--- src/rtl/sonic_pkg.sv ---
// Shared FSM encoding, us->cm reciprocal and tick-divider helper for the ping scheduler.
// No logic of its own; no latency or backpressure.
package sonic_pkg;

    typedef enum logic [2:0] {
        ST_IDLE,
        ST_SELECT,
        ST_TRIGGER,
        ST_WAIT_ECHO,
        ST_MEASURE,
        ST_WRITE,
        ST_GAP
    } state_t;

    // 65536/58 rounded: (us * US_PER_CM) >> 16 approximates us/58.
    localparam int US_PER_CM = 1130;

    function automatic int tick_div(input int clk_hz);
        int d;
        d = clk_hz / 1_000_000;
        return (d < 1) ? 1 : d;
    endfunction

endpackage

--- src/rtl/sonic_tick_gen.sv ---
// Free-running 1 us strobe: one-cycle pulse every CLK_HZ/1e6 clocks, registered output.
// Latency: first pulse one divider period after reset; no backpressure.
module sonic_tick_gen
    import sonic_pkg::*;
#(
    parameter int CLK_HZ = 50_000_000
) (
    input  logic clk,
    input  logic rst_n,
    output logic o_tick
);

    localparam int               DIV   = tick_div(CLK_HZ);
    localparam int               DIV_W = (DIV > 1) ? $clog2(DIV) : 1;
    localparam logic [DIV_W-1:0] LAST  = DIV_W'(DIV - 1);

    logic [DIV_W-1:0] r_cnt;
    logic             r_tick;

    always_ff @(posedge clk or negedge rst_n) begin
        if (!rst_n) begin
            r_cnt  <= '0;
            r_tick <= 1'b0;
        end else begin
            r_tick <= (r_cnt == LAST);
            r_cnt  <= (r_cnt == LAST) ? '0 : r_cnt + 1'b1;
        end
    end

    assign o_tick = r_tick;

endmodule

--- src/rtl/sonic_ping_scheduler.sv ---
// Round-robin HC-SR04 ranging over N_SENS channels; optional o_res_cm when SONIC_PING_CM_EN is defined.
// Latency: one ping = trigger + echo + GAP_US; result held on valid until ready, next ping waits for the handshake.
module sonic_ping_scheduler
    import sonic_pkg::*;
#(
    parameter int CLK_HZ     = 50_000_000,
    parameter int N_SENS     = 4,
    parameter int TRIG_US    = 10,
    parameter int TIMEOUT_US = 30000,
    parameter int GAP_US     = 60000,
    parameter int CNT_W      = 16
) (
    input  logic                      clk,
    input  logic                      rst_n,
    input  logic                      i_en,
    input  logic [N_SENS-1:0]         i_ch_mask,
    input  logic [N_SENS-1:0]         i_echo,
    output logic [N_SENS-1:0]         o_trig,
    output logic                      o_busy,
    output logic                      o_res_valid,
    input  logic                      i_res_ready,
    output logic [$clog2(N_SENS)-1:0] o_res_ch,
    output logic [CNT_W-1:0]          o_res_us,
    output logic                      o_res_timeout
`ifdef SONIC_PING_CM_EN
    ,
    output logic [CNT_W-1:0]          o_res_cm
`endif
);

    localparam int               CH_W      = $clog2(N_SENS);
    localparam logic [CNT_W-1:0] TRIG_LAST = CNT_W'(TRIG_US - 1);
    localparam logic [CNT_W-1:0] TO_LAST   = CNT_W'(TIMEOUT_US - 1);
    localparam logic [CNT_W-1:0] GAP_LAST  = CNT_W'(GAP_US - 1);
    localparam logic [CNT_W-1:0] TO_VAL    = CNT_W'(TIMEOUT_US);

`ifdef SONIC_PING_CM_EN
    localparam int PROD_W = CNT_W + 11;

    function automatic logic [CNT_W-1:0] f_cm(input logic [CNT_W-1:0] us);
        logic [PROD_W-1:0] prod;
        prod = PROD_W'(us) * PROD_W'(US_PER_CM);
        prod = prod >> 16;
        return prod[CNT_W-1:0];
    endfunction

    logic [CNT_W-1:0] r_res_cm;
`endif

    state_t             r_state;
    logic [CH_W-1:0]    r_ptr;
    logic [CH_W-1:0]    r_ch;
    logic [CNT_W-1:0]   r_cnt;
    logic [N_SENS-1:0]  r_trig;
    logic               r_busy;
    logic               r_res_valid;
    logic [CH_W-1:0]    r_res_ch;
    logic [CNT_W-1:0]   r_res_us;
    logic               r_res_to;
    logic [N_SENS-1:0]  r_echo_s1;
    logic [N_SENS-1:0]  r_echo_s2;
    logic [N_SENS-1:0]  r_echo_d;

    logic               w_tick;
    logic               w_echo_rise;
    logic               w_echo_fall;
    logic               w_sel_found;
    logic [CH_W-1:0]    w_sel_ch;
    logic [CH_W-1:0]    w_cand;

    sonic_tick_gen #(
        .CLK_HZ (CLK_HZ)
    ) u_tick (
        .clk    (clk),
        .rst_n  (rst_n),
        .o_tick (w_tick)
    );

    always_ff @(posedge clk or negedge rst_n) begin
        if (!rst_n) begin
            r_echo_s1 <= '0;
            r_echo_s2 <= '0;
            r_echo_d  <= '0;
        end else begin
            r_echo_s1 <= i_echo;
            r_echo_s2 <= r_echo_s1;
            r_echo_d  <= r_echo_s2;
        end
    end

    assign w_echo_rise =  r_echo_s2[r_ch] & ~r_echo_d[r_ch];
    assign w_echo_fall = ~r_echo_s2[r_ch] &  r_echo_d[r_ch];

    // First enabled channel after the pointer, wrapping; the pointer itself is tried last.
    always_comb begin
        w_sel_found = 1'b0;
        w_sel_ch    = r_ptr;
        w_cand      = '0;
        for (int k = 1; k <= N_SENS; k++) begin
            w_cand = CH_W'((int'(r_ptr) + k) % N_SENS);
            if (!w_sel_found && i_ch_mask[w_cand]) begin
                w_sel_found = 1'b1;
                w_sel_ch    = w_cand;
            end
        end
    end

    always_ff @(posedge clk or negedge rst_n) begin
        if (!rst_n) begin
            r_state     <= ST_IDLE;
            r_ptr       <= CH_W'(N_SENS - 1);
            r_ch        <= '0;
            r_cnt       <= '0;
            r_trig      <= '0;
            r_busy      <= 1'b0;
            r_res_valid <= 1'b0;
            r_res_ch    <= '0;
            r_res_us    <= '0;
            r_res_to    <= 1'b0;
`ifdef SONIC_PING_CM_EN
            r_res_cm    <= '0;
`endif
        end else begin
            case (r_state)
                ST_IDLE: begin
                    if (i_en && (|i_ch_mask)) begin
                        r_state <= ST_SELECT;
                        r_busy  <= 1'b1;
                    end
                end
                ST_SELECT: begin
                    if (w_sel_found) begin
                        r_ptr   <= w_sel_ch;
                        r_ch    <= w_sel_ch;
                        r_trig  <= N_SENS'(1) << w_sel_ch;
                        r_cnt   <= '0;
                        r_state <= ST_TRIGGER;
                    end else begin
                        r_state <= ST_IDLE;
                        r_busy  <= 1'b0;
                    end
                end
                ST_TRIGGER: begin
                    if (w_tick) begin
                        if (r_cnt >= TRIG_LAST) begin
                            r_trig  <= '0;
                            r_cnt   <= '0;
                            r_state <= ST_WAIT_ECHO;
                        end else begin
                            r_cnt <= r_cnt + 1'b1;
                        end
                    end
                end
                ST_WAIT_ECHO: begin
                    // A level already high on entry never produces a rise here.
                    if (w_echo_rise) begin
                        r_cnt   <= '0;
                        r_state <= ST_MEASURE;
                    end else if (w_tick) begin
                        if (r_cnt >= TO_LAST) begin
                            r_res_ch    <= r_ch;
                            r_res_us    <= TO_VAL;
                            r_res_to    <= 1'b1;
                            r_res_valid <= 1'b1;
`ifdef SONIC_PING_CM_EN
                            r_res_cm    <= '0;
`endif
                            r_state     <= ST_WRITE;
                        end else begin
                            r_cnt <= r_cnt + 1'b1;
                        end
                    end
                end
                ST_MEASURE: begin
                    if (w_echo_fall) begin
                        r_res_ch    <= r_ch;
                        r_res_us    <= r_cnt;
                        r_res_to    <= 1'b0;
                        r_res_valid <= 1'b1;
`ifdef SONIC_PING_CM_EN
                        r_res_cm    <= f_cm(r_cnt);
`endif
                        r_state     <= ST_WRITE;
                    end else if (w_tick) begin
                        if (r_cnt >= TO_LAST) begin
                            r_res_ch    <= r_ch;
                            r_res_us    <= TO_VAL;
                            r_res_to    <= 1'b1;
                            r_res_valid <= 1'b1;
`ifdef SONIC_PING_CM_EN
                            r_res_cm    <= '0;
`endif
                            r_state     <= ST_WRITE;
                        end else begin
                            r_cnt <= r_cnt + 1'b1;
                        end
                    end
                end
                ST_WRITE: begin
                    if (i_res_ready) begin
                        r_res_valid <= 1'b0;
                        r_cnt       <= '0;
                        r_state     <= ST_GAP;
                    end
                end
                ST_GAP: begin
                    if (w_tick) begin
                        if (r_cnt >= GAP_LAST) begin
                            if (i_en) begin
                                r_state <= ST_SELECT;
                            end else begin
                                r_state <= ST_IDLE;
                                r_busy  <= 1'b0;
                            end
                        end else begin
                            r_cnt <= r_cnt + 1'b1;
                        end
                    end
                end
                default: begin
                    r_state <= ST_IDLE;
                    r_trig  <= '0;
                    r_busy  <= 1'b0;
                end
            endcase
        end
    end

    assign o_trig        = r_trig;
    assign o_busy        = r_busy;
    assign o_res_valid   = r_res_valid;
    assign o_res_ch      = r_res_ch;
    assign o_res_us      = r_res_us;
    assign o_res_timeout = r_res_to;
`ifdef SONIC_PING_CM_EN
    assign o_res_cm      = r_res_cm;
`endif

endmodule

--- config.mk ---
export PLATFORM = sky130hd
export DESIGN_NAME = sonic_ping_scheduler
export DESIGN_NICKNAME = d
export VERILOG_FILES = /design/src/rtl/sonic_pkg.sv /design/src/rtl/sonic_tick_gen.sv /design/src/rtl/sonic_ping_scheduler.sv
export SDC_FILE = /design/constraint.sdc
export NUM_CORES = 1
export LEC_CHECK = 0
export BUFFER_PORTS_ARGS = -buffer_cell sky130_fd_sc_hd__buf_2
export CORE_MARGIN = 5
export CORE_UTILIZATION = 59
export DETAILED_ROUTE_END_ITERATION = 6
export PLACE_DENSITY = 0.77
export SLEW_MARGIN = 0
export SYNTH_ARGS = -nofsm -noshare
export SYNTH_HDL_FRONTEND = slang
export SYNTH_SLANG_ARGS = --single-unit
--- constraint.sdc ---
create_clock -name clk -period 3.3 [get_ports clk]
set_input_delay 0.825 -clock clk [delete_from_list [all_inputs] [get_ports clk]]
set_output_delay 0.825 -clock clk [all_outputs]
set_load 0.005 [all_outputs]
==> flow_summary.json <==
{
  "crit_arrival_ns": 2.98,
  "synth_top_area_share_pct": 46.9,
  "synth_cells": 350,
  "rows": 28,
  "cts.htree.levels": 3,
  "start_util_pct": 59.6,
  "rsz0062_at_grt": "no",
  "switching_power_uw": 1110,
  "clkTransAtPathRegs_ns": 0.08,
  "diodes": 0,
  "internal_power_uw": 1730,
  "slew_violations": 0,
  "vdd_drop_max_uv": 389,
  "antenna_found_initial": 0,
  "viasPerCell": 6.22,
  "cts_tree": "done",
  "drv_cap": 0,
  "grt_util_all_layers_pct": 23.4,
  "first_pass_iters": 4,
  "crit_type": "reg -> reg",
  "cts_sinks": 67,
  "drive_gt1_share_pct": 18.6,
  "gp_congestion": 0.905,
  "yosysTopAreaCell": "dfrtp_1",
  "nFillCells": 461,
  "ys_types": 62,
  "vias": 2874,
  "setup_viol": 0,
  "clock_power_share_pct": 25.2,
  "cp-end-kind": "flip-flop",
  "yosys_register_bits": 67,
  "grt_pass1_wl_um": 13700,
  "finalWirelength_um": 7970,
  "hpwlAfterDp_um": 5680,
  "powerDensity_nw_per_um2": 727,
  "ff2ff_setup_slack_ns": 0.56,
  "postCtsHoldBufs": 0,
  "drtAntennaViolNets": 0,
  "sequentialPowerShare_pct": 38.7,
  "numCtsBuffers": 9,
  "ys_dominant_reg_cell": "dfrtp_1",
  "crit_path_max_fanout": 11,
  "netlist_area_um2": 3460,
  "fmax_ghz": 0.365,
  "min_period_ns": 2.74,
  "grt_max_degree": 37,
  "coreArea_um2": 5820,
  "drt_iter0_drc": 179,
  "switching_share_pct": 39.2,
  "cts_setup_buffers": 0,
  "syn_nets": 367,
  "finalHoldViolations": 0,
  "yosys_warnings": 0,
  "finalPower_uw": 2840,
  "die_area_um2": 7500,
  "portBuffers": 36,
  "grt_pass1_vias": 2890,
  "synth_top_cells_by_area": "dfrtp_1, o21ai_0, a21oi_1",
  "crit_path_start_kind": "flip-flop",
  "synthToLayoutAreaGrowth_pct": 12.7,
  "p_leak_uw": 0.00178,
  "die_y_um": 86.6,
  "synthArstFlopShare_pct": 100,
  "tightest_slew_ns": 1.04,
  "maxSlewHeadroom_pct": 30.4,
  "tns_ns": 0,
  "grt_overflow": 0,
  "period_share_pct": 82.9,
  "combPwrFrac_pct": 36.2,
  "cts-root-buf": "clkbuf_8",
  "status": "complete, no violations",
  "die_x_um": 86.6,
  "min_path_type": "reg -> reg",
  "postCtsResizedCells": 0,
  "synth-edff-count": 0,
  "clock_latency_ns": 0.36,
  "skew_ns": 0.0142,
  "worstPathRequired_ns": 3.54,
  "syn_area_per_cell_um2": 9.90,
  "wl_per_cell_um": 17.3,
  "drc": 0,
  "seq_area_frac_synth_pct": 48.5,
  "pin_count": 37,
  "layout.nets": 399,
  "clockBufferDepth": 2
}
==> through the flow <==
stage | worst slack [ns] | instance area, um2 | instances | hold WS, ns | util (%)
floorplan | 0.939 | 3460 | 350 | 0.331 | -
finish | 0.563 | 3910 | 462 | 0.353 | 67.2
global route | 0.417 | 3910 | 462 | 0.372 | 67.2
detailed placement | 0.587 | 3700 | 446 | 0.336 | 63.6
CTS | 0.585 | 3910 | 462 | 0.356 | 67.2
global placement | 0.646 | 3700 | 446 | 0.334 | 63.6
==> layout by cell type (no fill, tap or decap), types with 9 or more instances in the layout <==
cell type / instances
dfrtp_1: 65
a21oi_1: 23
a31oi_1: 13
o21ai_0: 27
nand3_1: 9
nand2_1: 20
nor2_1: 23
nand2b_1: 10
a22o_1: 9
clkbuf_8: 9
inv_1: 11
buf_2: 36
==> synth_stat cells, types with 3 or more instances <==
cell and n:
and3_1 8, o21ai_0 27, nor2_1 23, or3_1 3
o22ai_1 4, o31a_1 3, nor2b_1 7, a32o_1 3
a41oi_1 4, a22o_1 9, nand4_1 4, nor3_1 4
o22a_1 6, and2_1 7, a31oi_1 13, nand2b_1 10
nand2_1 20, mux2i_1 3, nand3_1 9, dfrtp_1 65
ha_1 5, a21o_1 3, clkbuf_1 17, a21oi_1 23
o211ai_1 4, inv_1 11, o31ai_1 3, buf_2 4
o21a_1 4, and4_1 3
==> registers in the layout, indices dropped and copies added (netlist names) <==
register and cells:
r_echo_s2 4, o_trig 4, r_state 3, r_ptr 2
u_tick.o_tick 1, o_res_us 16, o_busy 1, o_res_ch 2
u_tick.r_cnt 6, r_echo_d 4, r_cnt 16, r_echo_s1 4
r_ch 2, o_res_valid 1, o_res_timeout 1
==> power groups by stage <==
stage | clock [uW] | combinational [uW] | sequential, uW
floorplan | 0 | 638 | 1060
global placement | 0 | 1000 | 1100
detailed placement | 0 | 1010 | 1110
CTS | 725 | 1020 | 1090
global route | 761 | 1140 | 1120
finish | 714 | 1030 | 1100
==> cell families after synthesis <==
| logic type | synth area share (%) |
|---|---|
| AOI/OAI and AO/OA | 26.2 |
| xor gates and xnor gates | 0.759 |
| adders and majority gates | 1.81 |
| buffers and inverters | 4.04 |
| DFF | 48.5 |
| muxes | 2.82 |
| and+or+nand+nor | 15.9 |
==> worst paths after layout <==
check                             startpoint  depth (start not counted)            to
worst min register to register  r_echo_s1[0]                          0  r_echo_s2[0]
max in group asynchronous              rst_n                          2   o_res_ch[1]
worst max-delay path                r_cnt[0]                          7   o_res_ch[1]
worst max register to register      r_cnt[0]                          7   o_res_ch[1]
min in group asynchronous              rst_n                          1     o_trig[2]
worst min-delay path            r_echo_s1[0]                          0  r_echo_s2[0]
==> final cells by class <==
type / count / area (um2) / area share [%]
clock buffer: 9 / 124 / 3.17
clock inverter: 7 / 82.6 / 2.11
inverter: 11 / 41.3 / 1.06
multi-input combinational: 249 / 1650 / 42.1
sequential: 67 / 1680 / 43.0
tap: 75 / 93.8 / 2.40
timing repair buffer: 44 / 240 / 6.15
==> worst max-delay path: stages, from the launching register on <==
cell and delay (ns):
dfrtp_1 0.47, ha_1 0.28, nand3_1 0.15, and2_1 0.16, o21ai_0 0.08, and2_1 0.22
a21oi_1 0.84, mux2_2 0.42
==> layer usage <==
metal	vias to the layer above	routed length [um]	global-route usage, %
li1	1372	-	-
met1	1393	3570	32.2
met2	94	3690	35.0
met3	15	547	5.80
met5	-	0	0
met4	0	165	10.6
(Power assumes the default switching activity.)
